$ cat config.mk
export PLATFORM = sky130hd
export DESIGN_NAME = fetch_unit
export DESIGN_NICKNAME = d
export VERILOG_FILES = /design/src/rtl/nibbler_pkg.sv /design/src/rtl/fetch_unit_pc_reg.sv /design/src/rtl/fetch_unit.sv
export SDC_FILE = /design/constraint.sdc
export NUM_CORES = 1
export LEC_CHECK = 0
export ABC_AREA = 1
export BUFFER_PORTS_ARGS = -buffer_cell sky130_fd_sc_hd__buf_2
export CORE_UTILIZATION = 50
export DETAILED_ROUTE_END_ITERATION = 6
export PLACE_DENSITY = 0.81
export SLEW_MARGIN = 20
export SYNTH_ARGS = -nofsm -noshare
export SYNTH_HDL_FRONTEND = slang
export SYNTH_SLANG_ARGS = --single-unit
$ cat constraint.sdc
create_clock -name clk -period 2.1 [get_ports clk]
set_input_delay 0 -clock clk [delete_from_list [all_inputs] [get_ports clk]]
set_output_delay 0 -clock clk [all_outputs]
set_load 0.01 [all_outputs]
$ cat src/rtl/nibbler_pkg.sv
// Shared constants and types for the Nibbler 4-bit processor.
// Used by the fetch stage, RAM and the decode stage.
package nibbler_pkg;

    localparam int ADDR_W   = 12;
    localparam int NIBBLE_W = 4;
    localparam int INSTR_W  = 8;

    typedef enum logic [2:0] {
        IDLE   = 3'd0,
        REQ_HI = 3'd1,
        REQ_LO = 3'd2,
        CAP_LO = 3'd3,
        VALID  = 3'd4
    } fetch_state_t;

endpackage

$ cat src/rtl/fetch_unit_pc_reg.sv
// Program counter register for the fetch stage.
// Ports:
//   clk_i, rst_i      - clock, asynchronous active-high reset (to RESET_PC)
//   load_i/load_val_i - load a new PC (has priority over inc2_i)
//   inc2_i            - advance PC by one instruction (two nibbles)
//   pc_o, pc_plus1_o  - current PC and PC+1 (both wrap modulo 4096)
module pc_reg
    import nibbler_pkg::*;
#(
    parameter logic [ADDR_W-1:0] RESET_PC = '0
) (
    input  logic              clk_i,
    input  logic              rst_i,
    input  logic              load_i,
    input  logic [ADDR_W-1:0] load_val_i,
    input  logic              inc2_i,
    output logic [ADDR_W-1:0] pc_o,
    output logic [ADDR_W-1:0] pc_plus1_o
);

    logic [ADDR_W-1:0] pc_q, pc_d;

    always_comb begin
        pc_d = pc_q;
        if (load_i)      pc_d = load_val_i;
        else if (inc2_i) pc_d = pc_q + ADDR_W'(2);
    end

    always_ff @(posedge clk_i or posedge rst_i) begin
        if (rst_i) pc_q <= RESET_PC;
        else       pc_q <= pc_d;
    end

    assign pc_o       = pc_q;
    assign pc_plus1_o = pc_q + ADDR_W'(1);

endmodule

$ cat src/rtl/fetch_unit.sv
// Instruction fetch stage: reads two nibbles (high first) from RAM and
// presents the assembled 8-bit instruction over a valid/ready handshake.
// Ports:
//   clk, reset          - clock, asynchronous active-high reset
//   run                 - fetch enable, sampled at instruction boundaries
//   address, cs, we     - RAM request (we is always 0)
//   mem_rdata           - RAM read data, one cycle after the request
//   instr, instr_valid  - assembled instruction to decode
//   instr_ready         - decode accepts instr
//   jump_en, jump_addr  - PC redirect applied at the handshake
//   pc                  - address of the next instruction's high nibble
module fetch_unit
    import nibbler_pkg::*;
#(
    parameter logic [ADDR_W-1:0] RESET_PC = 12'h000
) (
    input  logic                clk,
    input  logic                reset,
    input  logic                run,
    output logic [ADDR_W-1:0]   address,
    output logic                cs,
    output logic                we,
    input  logic [NIBBLE_W-1:0] mem_rdata,
    output logic [INSTR_W-1:0]  instr,
    output logic                instr_valid,
    input  logic                instr_ready,
    input  logic                jump_en,
    input  logic [ADDR_W-1:0]   jump_addr,
    output logic [ADDR_W-1:0]   pc
);

    fetch_state_t       state_q, state_d;
    logic [INSTR_W-1:0] instr_q, instr_d;
    logic [ADDR_W-1:0]  pc_plus1;
    logic               pc_load, pc_inc2;
    logic               hshk;

    pc_reg #(.RESET_PC(RESET_PC)) u_pc (
        .clk_i      (clk),
        .rst_i      (reset),
        .load_i     (pc_load),
        .load_val_i (jump_addr),
        .inc2_i     (pc_inc2),
        .pc_o       (pc),
        .pc_plus1_o (pc_plus1)
    );

    assign hshk = (state_q == VALID) && instr_ready;

    always_comb begin
        state_d     = state_q;
        instr_d     = instr_q;
        cs          = 1'b0;
        address     = pc;
        instr_valid = 1'b0;
        pc_load     = 1'b0;
        pc_inc2     = 1'b0;
        unique case (state_q)
            IDLE: begin
                if (run) state_d = REQ_HI;
            end
            REQ_HI: begin
                cs      = 1'b1;
                state_d = REQ_LO;
            end
            REQ_LO: begin
                // Data for the REQ_HI read arrives this cycle.
                cs                              = 1'b1;
                address                         = pc_plus1;
                instr_d[INSTR_W-1:NIBBLE_W]     = mem_rdata;
                state_d                         = CAP_LO;
            end
            CAP_LO: begin
                instr_d[NIBBLE_W-1:0] = mem_rdata;
                pc_inc2               = 1'b1;
                state_d               = VALID;
            end
            VALID: begin
                instr_valid = 1'b1;
                if (hshk) begin
                    pc_load = jump_en;
                    state_d = run ? REQ_HI : IDLE;
                end
            end
            default: state_d = IDLE;
        endcase
    end

    always_ff @(posedge clk or posedge reset) begin
        if (reset) begin
            state_q <= IDLE;
            instr_q <= '0;
        end else begin
            state_q <= state_d;
            instr_q <= instr_d;
        end
    end

    assign instr = instr_q;
    assign we    = 1'b0;

endmodule

# Word-level counts from Yosys, hierarchy flattened
# Cells that the tools add are included.
op_classes:
  n_addsub: 2
  multipliers: 0
  div_mod_pow: 0
  n_lt_le_gt_ge: 0
  n_eq_ne: 6
  shift: 0
  n_mux: 12
  n_bitwise: 0
  reduce_logical: 5
ops:
  columns: ["cell", "n"]
  rows:
  - ["two-way mux 12 bit", 3]
  - ["case mux 3 bit (5 select lines)", 1]
  - ["adder 12 x 1 -> 12 bit (second input constant)", 1]
  - ["adder 12 x 2 -> 12 bit (second input constant)", 1]
  - ["equality test 3 x 2 -> 1 bit (second input constant)", 2]
  - ["two-way mux 1 bit", 6]
  - ["two-way mux 3 bit", 2]
  - ["inequality test 2 bit (second input constant)", 2]
  - ["equality test 3 x 1 -> 1 bit (second input constant)", 1]
  - ["equality test 3 bit (second input constant)", 1]
  - ["logical NOT 3 bit", 1]
  - ["AND reduction 2 bit", 1]
  - ["nonzero test 2 bit", 1]
  - ["OR reduction 2 bit", 1]
  - ["logical AND 1 bit", 1]
totals:
  register_bits: 23
  latch_bits: 0
  ramBits: 0
  mem_bits_ro: 0
  input_bits: 21
  out_inout_bits: 35
  wordCells: 29
  n_memories: 0

# Longest topological paths before layout
logic_depth:
  ltp_word: 5
  depth_mapped: 8
  ltp_nobuf: 8

# Hierarchy
# From an unflattened synthesis, not the netlist that was laid out.
unflattened:
  cells_unflattened: 222
  area_unflattened_um2: 1567.8
by_module_without_submodules:
  columns: ["mod", "instances", "cells_per_inst", "area_per_inst_um2", "seq_area_each_um2"]
  rows:
  - ["pc_reg", 1, 126, 889.6, 300.3]
  - ["fetch_unit", 1, 96, 678.2, 275.3]

# Worst setup path before layout
# No wires, ideal clock.
synth_timing:
  path_kind: "reg-to-reg"
  start: "reg u_pc.pc_q[2] (netlist: u_pc.pc_o[2])"
  end: "reg u_pc.pc_q[5] (netlist: u_pc.pc_o[5])"
  setup_ps: 86
  arrival_time_ps: 1299
  required_ps: 2014
  slack_ps: 715
  stages_incl_launch_ff: 7
  path_buffers: 1
  synth_period_minus_slack_ps: 1385
  path_cell_list: "dfrtp_1 ha_1 clkbuf_1 nand3_1 xor2_1 nor2_1 nor3_1"
synth_via:
  elab_chain_cells: 3
synth_lines:
  columns: ["item", "line", "source"]
  rows:
  - ["from (decl)", "fetch_unit_pc_reg.sv:21", "logic [ADDR_W-1:0] pc_q, pc_d;"]
  - ["from (signal assigned)", "fetch_unit_pc_reg.sv:31", "else pc_q <= pc_d;"]
  - ["adder 12 x 2 -> 12 bit", "fetch_unit_pc_reg.sv:26", "else if (inc2_i) pc_d = pc_q + ADDR_W'(2);"]
  - ["two-way mux 12 bit", "fetch_unit_pc_reg.sv:26", null]
  - ["two-way mux 12 bit", "fetch_unit_pc_reg.sv:25", "if (load_i) pc_d = load_val_i;"]
# No other way between the ends. The select of a mux whose other input is x is not followed.
# A chain may end at the register's enable or synchronous reset.

# Worst setup path after layout
layout_timing:
  start: "reg state_q[2]"
  end: "out address[7]"
layout_via:
  elab_chain_cells: 2
layout_lines:
  columns: ["item", "line", "source"]
  rows:
  - ["from (decl)", "fetch_unit.sv:32", "fetch_state_t state_q, state_d;"]
  - ["from (signal assigned)", "fetch_unit.sv:94", "state_q <= state_d;"]
  - ["equality test 3 x 2 -> 1 bit", "fetch_unit.sv:58", "unique case (state_q)"]
  - ["two-way mux 12 bit", "fetch_unit.sv:58", null]
  - ["to (decl)", "fetch_unit.sv:20", "output logic [ADDR_W-1:0] address,"]
# No other way between the ends.

==> reports/summary.md <==
The run finished, with violations left. Along the worst path, the maximum fanout reaches 13. The share of the clock period used by the worst path after layout works out to 89.01%.

The met1 usage in global routing was 33.38%. Timing analysis after detailed placement gives a worst setup slack of 588.4 ps. Number of global-route vias before repair: 1369. During placement, the flow inserted port buffers numbering 54. Once layout is complete, the cells apart from fillers number 301. The remaining routing DRC violations was 0; the placed instance area was 0.001748 mm².

Summing all non-filler instances in the final layout gives an area of 0.001934 mm². Setup violations remaining at the end of the flow were counted as 0. Entering global routing, the biggest net connects 24 pins.

The layer flagged by global routing as most heavily used is met2. In this run, synthesis inferred 0 flip-flops with an integrated enable. The total routing usage reported by global routing is 24.98%, and the worst-case hold slack is -0.3440 ps.

Global routing finished with a remaining overflow of 0. The clock passes through at most 2 buffers. The detail route stage leaves a number of antenna-violating nets equal to 0. In this run, placement finished with an instance count of 281.

Sequential cells burn 33.7% of the power. The hold buffer count at cts was 15; the number of buffers inserted by post-CTS setup repair was 0. DRC violation total after the first TritonRoute iteration: 70.

Dividing the detail-routed wire length by the instance count gives 12.19 µm. The shortest clock period the worst path allows after layout was 1869 ps. The width of the die was 56.30 µm; the final estimated routing congestion in global placement was 0.8501.

For the largest vdd supply drop, the log shows 1.030 mV. The logs give 0.003169 mm² for the total die area and 6.175 mm for the wire length of the first global-routing pass. The post-route clock skew is 2.109 ps, and the share of Yosys cell area claimed by the top area cell type is 39.05%. In this run the power spent charging and discharging nets is 1.349 mW. The tools report the total wire length after detailed routing as 3.668 mm. Based on the critical path, the design can be clocked at up to 535.0 MHz.

The worst setup path is captured at a primary output. The worst setup path is of the register to primary output kind. Measured slew at the worst slew-check pin: 882.7 ps.

The number of I/O pins is 56. Of the synthesized area, sequential elements account for 39.05%. Cells fill 69.55% of the core in the end. The most used flip-flop cell after synthesis is sky130_fd_sc_hd__dfrtp_1.

Of the total power, combinational logic draws 58.1%. In this run switching power makes up 50.46% of total power. Of the total power, the clock network draws 8.2%.

The multi-input logic area is 767.0 µm². The y dimension of the die is 56.30 µm, and the clock insertion delay at the later pin of the skew report is 320 ps. After synthesis the cells add up to 0.001474 mm². Headroom to the max-slew limit came out at 41.09%. The final layout contains 294 nets.

The tools report the final sum of negative setup slack as 0 ps. The commonest cells after synthesis are sky130_fd_sc_hd__nand2_1, sky130_fd_sc_hd__dfrtp_1, sky130_fd_sc_hd__nor2_1. Async set-reset flop share out of synthesis: 100.0%.

The checks that failed: negative hold slack. By instance count, the leading cell after synthesis is sky130_fd_sc_hd__nand2_1. After legalization and detailed placement, the total HPWL measured 2.648 mm. During synthesis, Yosys emitted a total of 0 warnings. In this run the static leakage power is 1.023 nW.

The synthesis-to-layout area growth was 31.24%. The tightest min-delay check is of the primary input to register type. The critical path required time came out at 2100 ps.

The worst path meets setup with 230.8 ps of slack. The design draws 2.673 mW. Gates resized during post-CTS repair numbered 0. The worst setup path is launched from a register. The mean instance size in the synthesized netlist is 7.333 µm². The tools report the number of detailed-routing iterations run before antenna repair as 4.

Synthesis instantiated 30 different standard cells from the library. The cell count after synthesis came out at 201. The clock net in this run drives a total of 23 sinks. After floorplanning, the core was divided into 19 placement rows. The repair_antennas step left the layout with diodes totalling 0. sky130_fd_sc_hd__dfrtp_1 takes more of the synthesized area than any other cell.

The run gives 1 as the H-tree depth reported by CTS. In this run the power density over the cells is 1382 mW/mm². The number of buffers created by CTS was 3; the floorplan core area was 0.002781 mm². Number of endpoints with negative hold slack in the final report: 1. The initial standard-cell utilization of the core was 52.99%.

The run gives 0 as the count of final max-slew check failures. The met2 routing resource usage after global routing is 42.18%, and the worst path arrival time is 1870 ps. The logs give 3.687% for the fraction of met3 tracks used by global routing and 575.6 µm² for the footprint of the flip-flops and latches. Yosys attributes the largest share of cell area to sky130_fd_sc_hd__dfrtp_1, sky130_fd_sc_hd__nand2_1, sky130_fd_sc_hd__nand3_1, sky130_fd_sc_hd__nor2_1, sky130_fd_sc_hd__inv_1. The fraction of final layout cells with drive strength greater than 1 is 26.67%. The clock transition at the registers of the reported paths came out at 130 ps.

The number of maximum-capacitance constraint violations was 0; the cell-internal power was 1.324 mW. Setup repair after global routing left no endpoint under its margin. The number of antenna violations at the first check in global routing was 0. The master cell of the clock root buffer is sky130_fd_sc_hd__clkbuf_4. Dividing the detail-routed via count by the number of cells gives 5.023. The detailed router placed 1512 vias in this run. The count of state elements after synthesis was 23; the number of inserted filler cells in the final layout was 235. Counting every net in the synthesized netlist gives 224. TritonCTS built the clock tree.
[per-layer routing]
metal / share of wire [%] / wire length (µm)
met1: 46 / 1688
met2: 47 / 1723
met3: 5.6 / 205
met4: 1.4 / 51
met5: 0 / 0
[power by group through the flow]
stage | sequential, mW | combinational [mW] | clock (mW)
final | 0.901 | 1.55 | 0.218
after global routing | 0.936 | 1.73 | 0.232
after CTS | 0.897 | 1.55 | 0.212
after detailed placement | 0.905 | 1.53 | 0
after global placement | 0.899 | 1.51 | 0
after floorplan | 0.952 | 0.957 | 0
[placed cells by master (no fill, tap or decap), types with 6 or more instances in the layout]
cell,Yosys,layout
sky130_fd_sc_hd__nand3_1,18,18
sky130_fd_sc_hd__nor2_1,23,23
sky130_fd_sc_hd__dfrtp_1,23,23
sky130_fd_sc_hd__buf_2,1,54
sky130_fd_sc_hd__dlygate4sd3_1,0,16
sky130_fd_sc_hd__xor2_1,8,8
sky130_fd_sc_hd__nand2_1,50,50
sky130_fd_sc_hd__nor2_4,6,6
sky130_fd_sc_hd__o21ai_0,13,13
sky130_fd_sc_hd__inv_1,22,22
[layout make-up]
type | instances | share of cell area [%]
multi-input cells | 148 | 39.65
repair buffers | 70 | 22.25
flip-flops and latches | 23 | 29.75
clock buffers | 4 | 1.358
well taps | 31 | 2.005
inverters | 25 | 4.981
[critical path, cell delays in order, from the launching register on]
cell and delay (ps):
sky130_fd_sc_hd__dfrtp_1 490, sky130_fd_sc_hd__nor2_1 180, sky130_fd_sc_hd__nand2_2 210, sky130_fd_sc_hd__nor2_4 250, sky130_fd_sc_hd__nand3_1 120, sky130_fd_sc_hd__xor2_1 150, sky130_fd_sc_hd__buf_2 130
[flip-flops by register name, summed over array words and instances, names as in the netlist]
name       cells
instr          8
u_pc.pc_o     12
state_q        3
[final timing paths]
kind | start | endpoint | slack (ps) | cells past startpoint
max | state_q[2]$_DFFE_PP0P_ | address[7] | 230 | 6
min | jump_addr[11] | u_pc.pc_o[11]$_DFFE_PP0P_ | -0.3 | 4
max reg2reg | state_q[0]$_DFFE_PP0P_ | u_pc.pc_o[7]$_DFFE_PP0P_ | 610 | 5
min reg2reg | instr[2]$_DFFE_PP0N_ | instr[2]$_DFFE_PP0N_ | 510 | 2
max in group asynchronous | reset | u_pc.pc_o[7]$_DFFE_PP0P_ | 1170 | 3
min in group asynchronous | reset | instr[1]$_DFFE_PP0N_ | 390 | 3
[cells by family (layout without fill, tap and decap cells)]
group	after synthesis	count (layout)	share of synthesized area, %
xor+xnor	8	8	4.754
flops	23	23	39.05
compound gates	24	24	8.829
other cells	1	1	0.2544
fa+ha+maj	2	2	1.698
buf+inv	30	99	8.913
simple gates	113	113	36.50
(Power assumes the default switching activity.)
